### config.mk
export PLATFORM = sky130hd
export DESIGN_NAME = des_iter_core
export DESIGN_NICKNAME = d
export VERILOG_FILES = /design/src/rtl/des_iter_core.sv
export SDC_FILE = /design/constraint.sdc
export NUM_CORES = 1
export LEC_CHECK = 0
export ABC_AREA = 1
export ABC_CLOCK_PERIOD_IN_PS = 3000
export CORE_ASPECT_RATIO = 1.2
export CORE_MARGIN = 4
export CORE_UTILIZATION = 36
export DETAILED_ROUTE_END_ITERATION = 6
export SLEW_MARGIN = 20
export SYNTH_ARGS = -nofsm -noshare
export SYNTH_HDL_FRONTEND = slang
export SYNTH_HIERARCHICAL = 1
export SYNTH_SLANG_ARGS = --single-unit
### constraint.sdc
create_clock -name clk_i -period 3 [get_ports clk_i]
set_clock_uncertainty 0.05 [all_clocks]
set_input_delay 0.3 -clock clk_i [delete_from_list [all_inputs] [get_ports clk_i]]
set_output_delay 0.3 -clock clk_i [all_outputs]
set_load 0.05 [all_outputs]
### src/rtl/des_iter_core.sv
// Iterative DES engine: ROUNDS_PER_CYCLE Feistel rounds per clock, on-the-fly key schedule.
// Optional abort port enabled by defining DES_ITER_CORE_ABORT_EN.
module des_feistel (
    input  logic [31:0] l_i,
    input  logic [31:0] r_i,
    input  logic [47:0] k_i,
    output logic [31:0] l_o,
    output logic [31:0] r_o
);
    localparam int E_T [48] = '{
        32, 1, 2, 3, 4, 5, 4, 5, 6, 7, 8, 9,
        8, 9, 10, 11, 12, 13, 12, 13, 14, 15, 16, 17,
        16, 17, 18, 19, 20, 21, 20, 21, 22, 23, 24, 25,
        24, 25, 26, 27, 28, 29, 28, 29, 30, 31, 32, 1};
    localparam int P_T [32] = '{
        16, 7, 20, 21, 29, 12, 28, 17, 1, 15, 23, 26, 5, 18, 31, 10,
        2, 8, 24, 14, 32, 27, 3, 9, 19, 13, 30, 6, 22, 11, 4, 25};
    // Each box packed row-major, entry 0 in the top nibble.
    localparam logic [255:0] SB [8] = '{
        256'hE4D12FB83A6C59070F74E2D1A6CB953841E8D62BFC973A50FC8249175B3EA06D,
        256'hF18E6B34972DC05A3D47F28EC01A69B50E7BA4D158C6932FD8A13F42B67C05E9,
        256'hA09E63F51DC7B428D709346A285ECBF1D6498F30B12C5AE71AD069874FE3B52C,
        256'h7DE3069A1285BC4FD8B56F03472C1AE9A690CB7DF13E52843F06A1D8945BC72E,
        256'h2C417AB6853FD0E9EB2C47D150FA3986421BAD78F9C5630EB8C71E2D6F09A453,
        256'hC1AF92680D34E75BAF427C9561DE0B389EF528C3704A1DB6432C95FABE17608D,
        256'h4B2EF08D3C975A61D0B7491AE35C2F8614BDC37EAF6805926BD814A7950FE23C,
        256'hD2846FB1A93E50C71FD8A374C56B0E927B419CE206ADF35821E74A8DFC90356B};

    logic [47:0] e;
    logic [47:0] x;
    logic [31:0] s;
    logic [31:0] p;

    always_comb begin
        e = '0;
        for (int i = 0; i < 48; i++) e[6'(47 - i)] = r_i[5'(32 - E_T[i])];
    end

    assign x = e ^ k_i;

    for (genvar b = 0; b < 8; b++) begin : g_sbox
        logic [5:0] six;
        logic [5:0] idx;
        assign six = x[47 - 6*b -: 6];
        assign idx = {six[5], six[0], six[4:1]};
        assign s[31 - 4*b -: 4] = SB[b][8'(255 - 4*int'(idx)) -: 4];
    end

    always_comb begin
        p = '0;
        for (int i = 0; i < 32; i++) p[5'(31 - i)] = s[5'(32 - P_T[i])];
    end

    assign l_o = r_i;
    assign r_o = l_i ^ p;
endmodule

module des_iter_core #(
    parameter int ROUNDS_PER_CYCLE = 1
) (
    input  logic        clk_i,
    input  logic        rst_ni,
    input  logic        in_valid_i,
    output logic        in_ready_o,
    input  logic        decrypt_i,
    input  logic [63:0] key_i,
    input  logic [63:0] data_i,
    output logic        out_valid_o,
    input  logic        out_ready_i,
    output logic [63:0] data_o,
    output logic        busy_o
`ifdef DES_ITER_CORE_ABORT_EN
    ,
    input  logic        abort_i
`endif
);
    localparam int RPC = ROUNDS_PER_CYCLE;

    if (!(RPC == 1 || RPC == 2 || RPC == 4 || RPC == 8 || RPC == 16)) begin : g_bad_rpc
        $error("des_iter_core: ROUNDS_PER_CYCLE must be 1, 2, 4, 8 or 16");
    end

    localparam int IP_T [64] = '{
        58, 50, 42, 34, 26, 18, 10, 2, 60, 52, 44, 36, 28, 20, 12, 4,
        62, 54, 46, 38, 30, 22, 14, 6, 64, 56, 48, 40, 32, 24, 16, 8,
        57, 49, 41, 33, 25, 17, 9, 1, 59, 51, 43, 35, 27, 19, 11, 3,
        61, 53, 45, 37, 29, 21, 13, 5, 63, 55, 47, 39, 31, 23, 15, 7};
    localparam int FP_T [64] = '{
        40, 8, 48, 16, 56, 24, 64, 32, 39, 7, 47, 15, 55, 23, 63, 31,
        38, 6, 46, 14, 54, 22, 62, 30, 37, 5, 45, 13, 53, 21, 61, 29,
        36, 4, 44, 12, 52, 20, 60, 28, 35, 3, 43, 11, 51, 19, 59, 27,
        34, 2, 42, 10, 50, 18, 58, 26, 33, 1, 41, 9, 49, 17, 57, 25};
    localparam int PC1_T [56] = '{
        57, 49, 41, 33, 25, 17, 9, 1, 58, 50, 42, 34, 26, 18,
        10, 2, 59, 51, 43, 35, 27, 19, 11, 3, 60, 52, 44, 36,
        63, 55, 47, 39, 31, 23, 15, 7, 62, 54, 46, 38, 30, 22,
        14, 6, 61, 53, 45, 37, 29, 21, 13, 5, 28, 20, 12, 4};
    localparam int PC2_T [48] = '{
        14, 17, 11, 24, 1, 5, 3, 28, 15, 6, 21, 10,
        23, 19, 12, 4, 26, 8, 16, 7, 27, 20, 13, 2,
        41, 52, 31, 37, 47, 55, 30, 40, 51, 45, 33, 48,
        44, 49, 39, 56, 34, 53, 46, 42, 50, 36, 29, 32};

    function automatic logic [63:0] ip(input logic [63:0] v);
        logic [63:0] o;
        o = '0;
        for (int i = 0; i < 64; i++) o[6'(63 - i)] = v[6'(64 - IP_T[i])];
        return o;
    endfunction

    function automatic logic [63:0] fp(input logic [63:0] v);
        logic [63:0] o;
        o = '0;
        for (int i = 0; i < 64; i++) o[6'(63 - i)] = v[6'(64 - FP_T[i])];
        return o;
    endfunction

    function automatic logic [55:0] pc1(input logic [63:0] v);
        logic [55:0] o;
        o = '0;
        for (int i = 0; i < 56; i++) o[6'(55 - i)] = v[6'(64 - PC1_T[i])];
        return o;
    endfunction

    function automatic logic [47:0] pc2(input logic [55:0] v);
        logic [47:0] o;
        o = '0;
        for (int i = 0; i < 48; i++) o[6'(47 - i)] = v[6'(56 - PC2_T[i])];
        return o;
    endfunction

    // Decrypt walks the schedule backwards, so its first round uses C16 = C0 unrotated.
    function automatic logic [27:0] rot(input logic [27:0] v, input logic dec,
                                        input logic [4:0] n);
        logic one;
        one = (n == 5'd0) || (n == 5'd1) || (n == 5'd8) || (n == 5'd15);
        if (!dec) return one ? {v[26:0], v[27]} : {v[25:0], v[27:26]};
        if (n == 5'd0) return v;
        return one ? {v[0], v[27:1]} : {v[1:0], v[27:2]};
    endfunction

    typedef enum logic [1:0] {
        S_IDLE,
        S_RUN,
        S_DONE
    } state_e;

    state_e      state_q, state_d;
    logic [31:0] l_q, l_d, r_q, r_d;
    logic [27:0] c_q, c_d, d_q, d_d;
    logic [4:0]  cnt_q, cnt_d;
    logic        dec_q, dec_d;
    logic [63:0] dout_q, dout_d;
    logic        abort;

`ifdef DES_ITER_CORE_ABORT_EN
    assign abort = abort_i;
`else
    assign abort = 1'b0;
`endif

    logic [31:0] l_w [RPC+1];
    logic [31:0] r_w [RPC+1];
    logic [27:0] c_w [RPC+1];
    logic [27:0] d_w [RPC+1];

    assign l_w[0] = l_q;
    assign r_w[0] = r_q;
    assign c_w[0] = c_q;
    assign d_w[0] = d_q;

    for (genvar g = 0; g < RPC; g++) begin : g_rnd
        logic [4:0]  rn;
        logic [47:0] rk;
        assign rn       = cnt_q + 5'(g);
        assign c_w[g+1] = rot(c_w[g], dec_q, rn);
        assign d_w[g+1] = rot(d_w[g], dec_q, rn);
        assign rk       = pc2({c_w[g+1], d_w[g+1]});
        des_feistel u_feistel (
            .l_i (l_w[g]),
            .r_i (r_w[g]),
            .k_i (rk),
            .l_o (l_w[g+1]),
            .r_o (r_w[g+1])
        );
    end

    assign in_ready_o  = (state_q == S_IDLE) && !abort;
    assign out_valid_o = (state_q == S_DONE);
    assign busy_o      = (state_q != S_IDLE);
    assign data_o      = dout_q;

    always_comb begin
        state_d = state_q;
        l_d     = l_q;
        r_d     = r_q;
        c_d     = c_q;
        d_d     = d_q;
        cnt_d   = cnt_q;
        dec_d   = dec_q;
        dout_d  = dout_q;
        unique case (state_q)
            S_IDLE: begin
                if (in_valid_i && in_ready_o) begin
                    state_d    = S_RUN;
                    {l_d, r_d} = ip(data_i);
                    {c_d, d_d} = pc1(key_i);
                    dec_d      = decrypt_i;
                    cnt_d      = '0;
                end
            end
            S_RUN: begin
                l_d   = l_w[RPC];
                r_d   = r_w[RPC];
                c_d   = c_w[RPC];
                d_d   = d_w[RPC];
                cnt_d = cnt_q + 5'(RPC);
                // Register the result on the last round edge so DONE holds it.
                if (cnt_d == 5'd16) begin
                    state_d = S_DONE;
                    dout_d  = fp({r_w[RPC], l_w[RPC]});
                end
            end
            S_DONE: begin
                if (out_ready_i) state_d = S_IDLE;
            end
            default: state_d = S_IDLE;
        endcase
        if (abort && state_q != S_IDLE) begin
            state_d = S_IDLE;
            dout_d  = '0;
        end
    end

    always_ff @(posedge clk_i or negedge rst_ni) begin
        if (!rst_ni) begin
            state_q <= S_IDLE;
            l_q     <= '0;
            r_q     <= '0;
            c_q     <= '0;
            d_q     <= '0;
            cnt_q   <= '0;
            dec_q   <= 1'b0;
            dout_q  <= '0;
        end else begin
            state_q <= state_d;
            l_q     <= l_d;
            r_q     <= r_d;
            c_q     <= c_d;
            d_q     <= d_d;
            cnt_q   <= cnt_d;
            dec_q   <= dec_d;
            dout_q  <= dout_d;
        end
    end
endmodule

==> key figures <==
Outcome
  – Result of the run: complete, no violations

Critical path
  – Buf/Inv on CP: 2
  – Most common cell type on the critical path: sky130_fd_sc_hd__nand2_2
  – Critical Path Start Type: flip-flop
  – Dominant delay contributor by cell family on the critical path: simple AND/OR/NAND/NOR gates
  – Type of destination of the critical path: flip-flop
  – Crit path arrival time: 3120 ps
  – Biggest fanout along the worst timing path: 8
  – Setup CP Type: flip-flop to flip-flop
  – Library cell contributing the largest single delay on the critical path: sky130_fd_sc_hd__dfrtp_1
  – Required @ worst endpoint: between 3000 and 4000 ps
  – Crit path launch: cnt_q[0]$_DFFE_PN0P_
  – Sequence of cells on the critical path: ha_2 -> nand2_2 -> nor2_2 -> ha_2 -> inv_4 -> nand3_4 -> buf_6 -> o211ai_1 -> and2_4 -> xor2_4 -> nand2_2 -> nand2_2 -> nand3_2 -> nand2_2 -> nand3_2 -> nand3_1 -> nand2_1 -> a22o_1
  – Critical path's largest stage delay: 410 ps
  – R2r startpoint: cnt_q[0]$_DFFE_PN0P_

Die
  – Vert. Die Dim: 154 um
  – Total I/O pin count: 200
  – Core area: 17,500 um^2
  – # rows: 53
  – DIE WIDTH: 130 um
  – Initial cell density of the core: 36.7%
  – Die footprint: 20,100 um^2

STA
  – Unrepaired setup endpoints after global routing: yes
  – Highest clock frequency the design can meet: 341 MHz
  – Slew headroom: approximately half
  – Smallest hold slack: 439 ps
  – Final number of setup-violating endpoints: 0
  – Final period util: a little over nine tenths
  – Final count of pins violating max slew: 0
  – Final worst-path setup slack: 69.1 ps
  – Actual transition at the worst max-transition pin: 757 ps
  – Period minus WS final: 2930 ps
  – Number of hold-slack violations in the final timing report: 0

Yosys
  – Mean post-synth cell area: 7.28 um^2
  – Netlist area before placement: about 6400 um^2
  – Synthesis warning total: 6
  – Syn Inst Count: 884

Layout
  – Number of nets in the layout: 1,062
  – Area Overhead vs Synth: 18.8%
  – Most common library cell in the layout ignoring fill and taps: sky130_fd_sc_hd__nand2_1
  – Share of post-route cells with drive strength above 1: between 20% and 30%
  – Most frequent cells in the layout: sky130_fd_sc_hd__nand2_1 (235), sky130_fd_sc_hd__dfrtp_1 (90), sky130_fd_sc_hd__nand3_1 (70), sky130_fd_sc_hd__buf_4 (59), sky130_fd_sc_hd__conb_1 (58)
  – Total inserted antenna cells: 0
  – Fraction of the core area covered by cells at the end of the flow: between 40% and 50%

Worst hold path
  – Path class of the lowest-slack min-delay path: flip-flop to flip-flop
  – Worst hold path startpoint: l_q[29]$_DFFE_PN0P_

Pwr
  – Standby leakage power: 3.71 nW
  – Switching power as a share of total power: 51.8%
  – Internal power consumption: 0.00610 W
  – Clk pwr share: 9.2%
  – Pwr per Cell Area: between 1500 and 2000 nW/um^2
  – Net switching power: 0.00655 W
  – Part of the power in combinational logic: a little under three quarters
  – Peak supply drop: 0.611 mV
  – Share of total power in sequential cells: 18.9%

Detailed routing
  – Number of DRC violations after detailed routing: 0
  – DRT Pass-1 Iters: 7
  – Starting DRT DRC Count: 280
  – Final wirelength: between 15 and 20 mm
  – Detailed-route via count: 5,635
  – Post-detailed-route via-to-cell ratio: 4.90
  – Wire per inst: 14.3 um
  – Final antenna-violating net count: 0

Place
  – Sum of net half-perimeters after detailed placement: between 10 and 15 mm
  – Worst Setup Slack post-DPL: -136 ps
  – Total of buffers placed on input and output ports: 51
  – Placer Congestion: approximately 0.88

Global route
  – Initial antenna violation count: 0
  – Most used routing layer in global routing: met2
  – Largest net degree at the start of global routing: 56
  – GR Layer Usage met2: 26.2%
  – First-pass GRT wire length: 26.4 mm
  – Via count of the first global-routing pass: roughly 5,300
  – Global routing usage on met1: 21.8%
  – Global routing met3 resource utilization: 3.01%
  – Overflow after GRT: 0
  – GRT Resource Usage Total: 16.1%

Flow run
  – Maxcap violations: 0

Clock network
  – Clk pin slew, worst setup/hold paths: 80 ps
  – Number of H-tree levels: 3
  – CTS Buf Count: 9
  – Worst-Skew Late Latency: 340 ps
  – Sink count of the clock tree: 90
  – Clock tree from TritonCTS: yes
  – CTS max path bufs: 2
  – Root buffer selected by CTS: sky130_fd_sc_hd__clkbuf_16
area by class of cell:
class                   count  area (um^2)
fillers                  1765         9870
multi-input cells         640         3510
flip-flops and latches     90         2250
repair buffers            116         1040
well taps                 220          275
inverters                  68          265
clock buffers               9          225
clock inverters             7         76.3
registers in the layout (all words and copies together), names as in the netlist:
| name | cells |
|---|---|
| d_q | 28 |
| l_q | 14 |
| data_o | 16 |
| cnt_q | 5 |
| r_q | 24 |
| state_q | 2 |
| dec_q | 1 |
layer usage:
layer / routed length, um / share of wire (%)
met5: 0 / 0
met4: 394 / 2.4
met3: 836 / 5.1
met2: 7970 / 49
met1: 7220 / 44
path summary, 6_finish.rpt:
| kind | to | slack [ps] | cells after the start |
|---|---|---|---|
| max | r_q[0]$_DFFE_PN0P_ | 70 | 18 |
| min | l_q[29]$_DFFE_PN0P_ | 440 | 2 |
| max reg2reg | r_q[0]$_DFFE_PN0P_ | 70 | 18 |
| min reg2reg | l_q[29]$_DFFE_PN0P_ | 440 | 2 |
| max in group asynchronous | d_q[14]$_DFFE_PN0P_ | 1610 | 3 |
| min in group asynchronous | d_q[5]$_DFFE_PN0P_ | 520 | 2 |
worst reg2reg max path, cell delays in order (launching register included):
cell                       delay [ps]
sky130_fd_sc_hd__dfrtp_1          410
sky130_fd_sc_hd__ha_2             190
sky130_fd_sc_hd__nand2_2           70
sky130_fd_sc_hd__nor2_2            40
sky130_fd_sc_hd__ha_2             190
sky130_fd_sc_hd__inv_4             90
sky130_fd_sc_hd__nand3_4          190
sky130_fd_sc_hd__buf_6            180
sky130_fd_sc_hd__o211ai_1         220
sky130_fd_sc_hd__and2_4           260
sky130_fd_sc_hd__xor2_4           210
sky130_fd_sc_hd__nand2_2          110
sky130_fd_sc_hd__nand2_2           90
sky130_fd_sc_hd__nand3_2           70
sky130_fd_sc_hd__nand2_2           60
sky130_fd_sc_hd__nand3_2           70
sky130_fd_sc_hd__nand3_1           70
sky130_fd_sc_hd__nand2_1           50
sky130_fd_sc_hd__a22o_1           200
timing repair:
item	in CTS	in global routing
endpoints found under the hold margin	12	0
buffers inserted	2	8
pin swaps	1	37
hold buffers	1	0
setup endpoints to repair	6	6
resized for setup	13	84
gates cloned	0	1
power by group through the flow:
stage,logic [W],clock network [W],registers (W)
2_1_floorplan,0.00587,0,0.00252
3_3_place_gp,0.00766,0,0.00236
3_5_place_dp,0.00774,0,0.00235
4_1_cts,0.00789,0.00119,0.00235
5_1_grt,0.0101,0.00125,0.00248
6_report,0.00910,0.00116,0.00239
stage by stage:
| step | cells | cell area (um^2) | total power [W] | TNS, ps |
|---|---|---|---|---|
| floorplan | 940 | 6640 | 0.00839 | 0 |
| global placement | 1122 | 6860 | 0.0100 | -507 |
| detailed placement | 1122 | 6860 | 0.0101 | -504 |
| CTS | 1141 | 7230 | 0.0114 | 0 |
| global route | 1150 | 7640 | 0.0138 | -614 |
| finish | 1150 | 7640 | 0.0127 | 0 |
Power figures use the tool's default switching activity.
==> RTL edit 1, RTL diff (same settings) <==
Make the reset (`rst_ni`) synchronous in one clocked block.
--- a/src/rtl/des_iter_core.sv
+++ b/src/rtl/des_iter_core.sv
@@ -232,7 +232,7 @@
         end
     end
 
-    always_ff @(posedge clk_i or negedge rst_ni) begin
+    always_ff @(posedge clk_i) begin
         if (!rst_ni) begin
             state_q <= S_IDLE;
             l_q     <= '0;
Check against the original RTL: differs if rst_ni is asserted again (counterexample within 4 cycles, from zero or initial values and one cycle with rst_ni low); with rst_ni held inactive, the same outputs for 4 cycles.
==> RTL edit 1 against the original RTL <==
Wire length down 5.4%; maximum frequency up 2.9%; synthesized cell count up 7.5%; sequential share of layout area down 4.1 points; worst setup slack better by 0.082 ns; non-clock buffer count down 29; via count up 1.2%; die area down 4.2%; cell area down 6.7%; sequential cell count unchanged; area after synthesis down 4.4%; highest routed layer unchanged.
Power is left out: it rests on default switching activity, and per cell area and clock period it moved more than threefold.
==> RTL edit 1: results (changes against the original RTL) <==
metric	value	unit	change
Ys Warns	6		unchanged
layout cells sized above 1	14.5	%	-5.8 points
Reg clk slew, reported paths	0.08	ns	about the same
port bufs	51		unchanged
Worst Path Arrival	3.10	ns	-0.02 ns
Worst Hold Launch	data_o[11]		
CTS H-tree lvls	3		unchanged
Num CTS Buffers	9		unchanged
Hold Path End	data_o[11]		
Critical R2R Launch	cnt_q[0]		
largest net degree at the start of global routing	52		-7.1%
Reg-to-Reg End	r_q[0]		
1st-pass router iterations	5		-2
Register-to-Register Setup Slack	0.15	ns	+0.08 ns
first-pass GRT wire length	24.9	mm	-5.6%
routed vias/inst	4.85		-0.95%
initial antenna violation count	0		unchanged
Starting DRT DRC Count	340		+21%
Filler Cells Inserted	1782		+0.96%
hold-critical path depth	2		unchanged
GPL Wtd Cong	0.847		-3.7%
HP Class	reg2reg		
Worst Tran Pin Value	0.628	ns	-0.129 ns
clk root buf	clkbuf_16		
Skew-Pair Late Insertion Delay	0.36	ns	+0.02 ns
Overall Global Routing Usage	16.0	%	-0.12 points
worst r2r path cells	22		+4
status	finished, final reports clean		
most flop-heavy register	d_q		
final WL	15.5	mm	-5.4%
vias in the first global route	5065		-4.5%
Clock Tree Buf Depth	2		unchanged
crit path max fanout	6		-2
max reg flops	28		unchanged
# nets final	1091		+2.7%
n_diodes	0		unchanged
DP HPWL	10.7	mm	-4.9%
-- RTL edit 1: layout make-up --
cell class | instances | share of cell area, %
Clock inverter | 7 | 1.11
Clock buffer | 9 | 3.16
Sequential cell | 90 | 25.4
Inverter | 73 | 3.99
Tap cell | 216 | 3.79
Multi-Input combinational cell | 693 | 50.4
Timing Repair Buffer | 87 | 12.1
-- RTL edit 1: metal layers --
metal | up-vias | wire, µm | GRT usage, %
met4 | 0 | 481 | 6.71
li1 | 2931 | - | -
met3 | 30 | 805 | 2.33
met5 | - | 0 | 0
met2 | 170 | 7430 | 26.9
met1 | 2572 | 6820 | 20.5
-- RTL edit 1: worst max-delay path: stages, from the launching register on --
cell       delay (ns)
dfxtp_4          0.37
ha_4             0.17
nand2_4          0.07
nor2_2           0.03
ha_2             0.18
inv_2            0.06
nand3_4          0.16
clkbuf_16        0.21
nand2_2          0.07
nand3_2          0.07
and3_4           0.19
buf_6            0.13
xor2_4           0.22
nand3_2          0.12
nand2_2          0.10
nand2_2          0.04
nand2_1          0.07
nand3_2          0.08
nand2_2          0.08
nand2_1          0.04
nand2_1          0.05
nand2_1          0.07
a21oi_2          0.14
-- RTL edit 1: how the worst max path moves through the flow --
stage | slack [ns] | endpoint | startpoint | depth (start not counted)
global route | -0.04 | r_q[3] | cnt_q[1] | 22
CTS | 0.009 | r_q[0] | cnt_q[0] | 21
floorplan | 0.33 | r_q[5] | cnt_q[0] | 21
global placement | 0.01 | r_q[0] | cnt_q[0] | 21
detailed placement | -0.04 | r_q[0] | cnt_q[0] | 21
finish | 0.15 | r_q[0] | cnt_q[0] | 22
-- RTL edit 1: metrics by stage --
step | hold slack (ns) | instances | cell area (µm²) | utilization, % | setup WS, ns
final | 0.395 | 1175 | 7130 | 42.3 | 0.151
after detailed placement | 0.385 | 1149 | 6430 | 38.2 | -0.0356
after CTS | 0.398 | 1165 | 6750 | 40.0 | 0.00917
after floorplan | 0.390 | 1006 | 6360 | - | 0.329
after global routing | 0.409 | 1175 | 7130 | 42.3 | -0.0379
after global placement | 0.385 | 1149 | 6430 | 38.2 | 0.0111
-- RTL edit 1: what timing repair did --
action | 4_1_cts | 5_1_grt
cloned | 0 | 2
pin swaps | 0 | 26
setup buffers | 0 | 8
endpoints found under the setup margin | 3 | 6
resized for setup | 3 | 67
==> RTL edit 2, RTL diff (same flow settings) <==
Without the edit above. Build with the macro `DES_ITER_CORE_ABORT_EN` defined.
--- a/src/rtl/des_iter_core.sv
+++ b/src/rtl/des_iter_core.sv
@@ -1,5 +1,7 @@
 // Iterative DES engine: ROUNDS_PER_CYCLE Feistel rounds per clock, on-the-fly key schedule.
 // Optional abort port enabled by defining DES_ITER_CORE_ABORT_EN.
+`define DES_ITER_CORE_ABORT_EN
+
 module des_feistel (
     input  logic [31:0] l_i,
     input  logic [31:0] r_i,
Ports: changed (added abort_i); port bits go from 200 to 201. The function was not compared with the original's and may differ.
==> RTL edit 2 against the original RTL <==
Via count increased by 5.1%; worst setup slack improved by 0.070 ns; wire length increased by 5.5%; sequential share of layout area decreased by 0.67 points; cell area increased by 2.3%; total power decreased by 17%; core utilization increased by 0.84 points; area after synthesis increased by 0.33%; sequential cell count unchanged; critical path type unchanged; highest routed layer unchanged.
==> RTL edit 2: results (changes against the original RTL) <==
metric	value	unit	change
Sw Ratio	49.0	%	-2.7 points
crit path max fanout	11		+3
Avg WL per Cell	14.8	µm	+3.5%
status	finished, final reports clean		
# nets final	1085		+2.2%
Peak VDD IR	0.534	mV	-13%
Non-Clock Buffer Count	119		+2.6%
Place WS	-0.0831	ns	+0.0531 ns
syn avg cell area	7.12	µm²	-2.1%
Power Total	10.5	mW	-17%
WL met3	971	µm	+16%
Pleak	3.77	nW	+1.7%
1st-pass router iterations	5		-2
sequential portion of the cell area	28.8	%	-0.67 points
layout cells sized above 1	19.3	%	-0.99 points
Reg-to-Reg End	r_q[10]		
port bufs	52		+2.0%
DP HPWL	11.5	mm	+1.9%
Overall Global Routing Usage	16.8	%	+0.61 points
Sequential Power Share	19.7	%	+0.8 points
WHS	0.428	ns	-0.0112 ns
Worst Hold Launch	l_q[31]		
worst r2r path cells	20		+2
fraction of area in clock buffers and inverters	3.79	%	-0.15 points
Worst Path Arrival	3.05	ns	-0.07 ns
vias in the first global route	5514		+4.0%
Starting DRT DRC Count	310		+11%
non-clock inverter count	66		-2.9%
Placed Area	0.00697	mm²	+1.7%
Non-Clock Buffer Area Fraction	14.8	%	+1.2 points
first-pass GRT wire length	27.3	mm	+3.4%
Filler Cells Inserted	1777		+0.68%
Post-CTS Resized	12		-1
Register-to-Register Setup Slack	0.14	ns	+0.07 ns
Multi-In Gates	661		+3.3%
clock buffers	10		+1
met2 wire len	8.37	mm	+5.0%
largest net degree at the start of global routing	51		-8.9%
## RTL edit 2: cell count changes in the layout (fill, tap and decap cells not counted), moves of 11 or more
cell,unedited run,this run
a21oi_1,16,5
a31oi_1,0,16
nand2_1,235,266
nand3_1,70,85
nand4_1,35,47
nor2_1,37,26
o21ai_0,54,16
o21ai_1,5,18
## RTL edit 2: worst max-delay path by stage
stage | startpoint | to | slack (ns) | depth (start not counted)
6_report | cnt_q[0] | r_q[10] | 0.14 | 20
4_1_cts | cnt_q[0] | r_q[5] | 0.002 | 22
5_1_grt | cnt_q[0] | r_q[13] | -0.10 | 21
3_5_place_dp | cnt_q[0] | r_q[3] | -0.08 | 21
2_1_floorplan | cnt_q[0] | r_q[0] | 0.06 | 19
3_3_place_gp | cnt_q[0] | r_q[13] | -0.05 | 21
## RTL edit 2: layer usage
metal  GRT usage [%]  up-vias
li1                -     2900
met1            22.4     2809
met2            27.6      194
met3            2.28       20
met4            5.94        0
met5               0        -
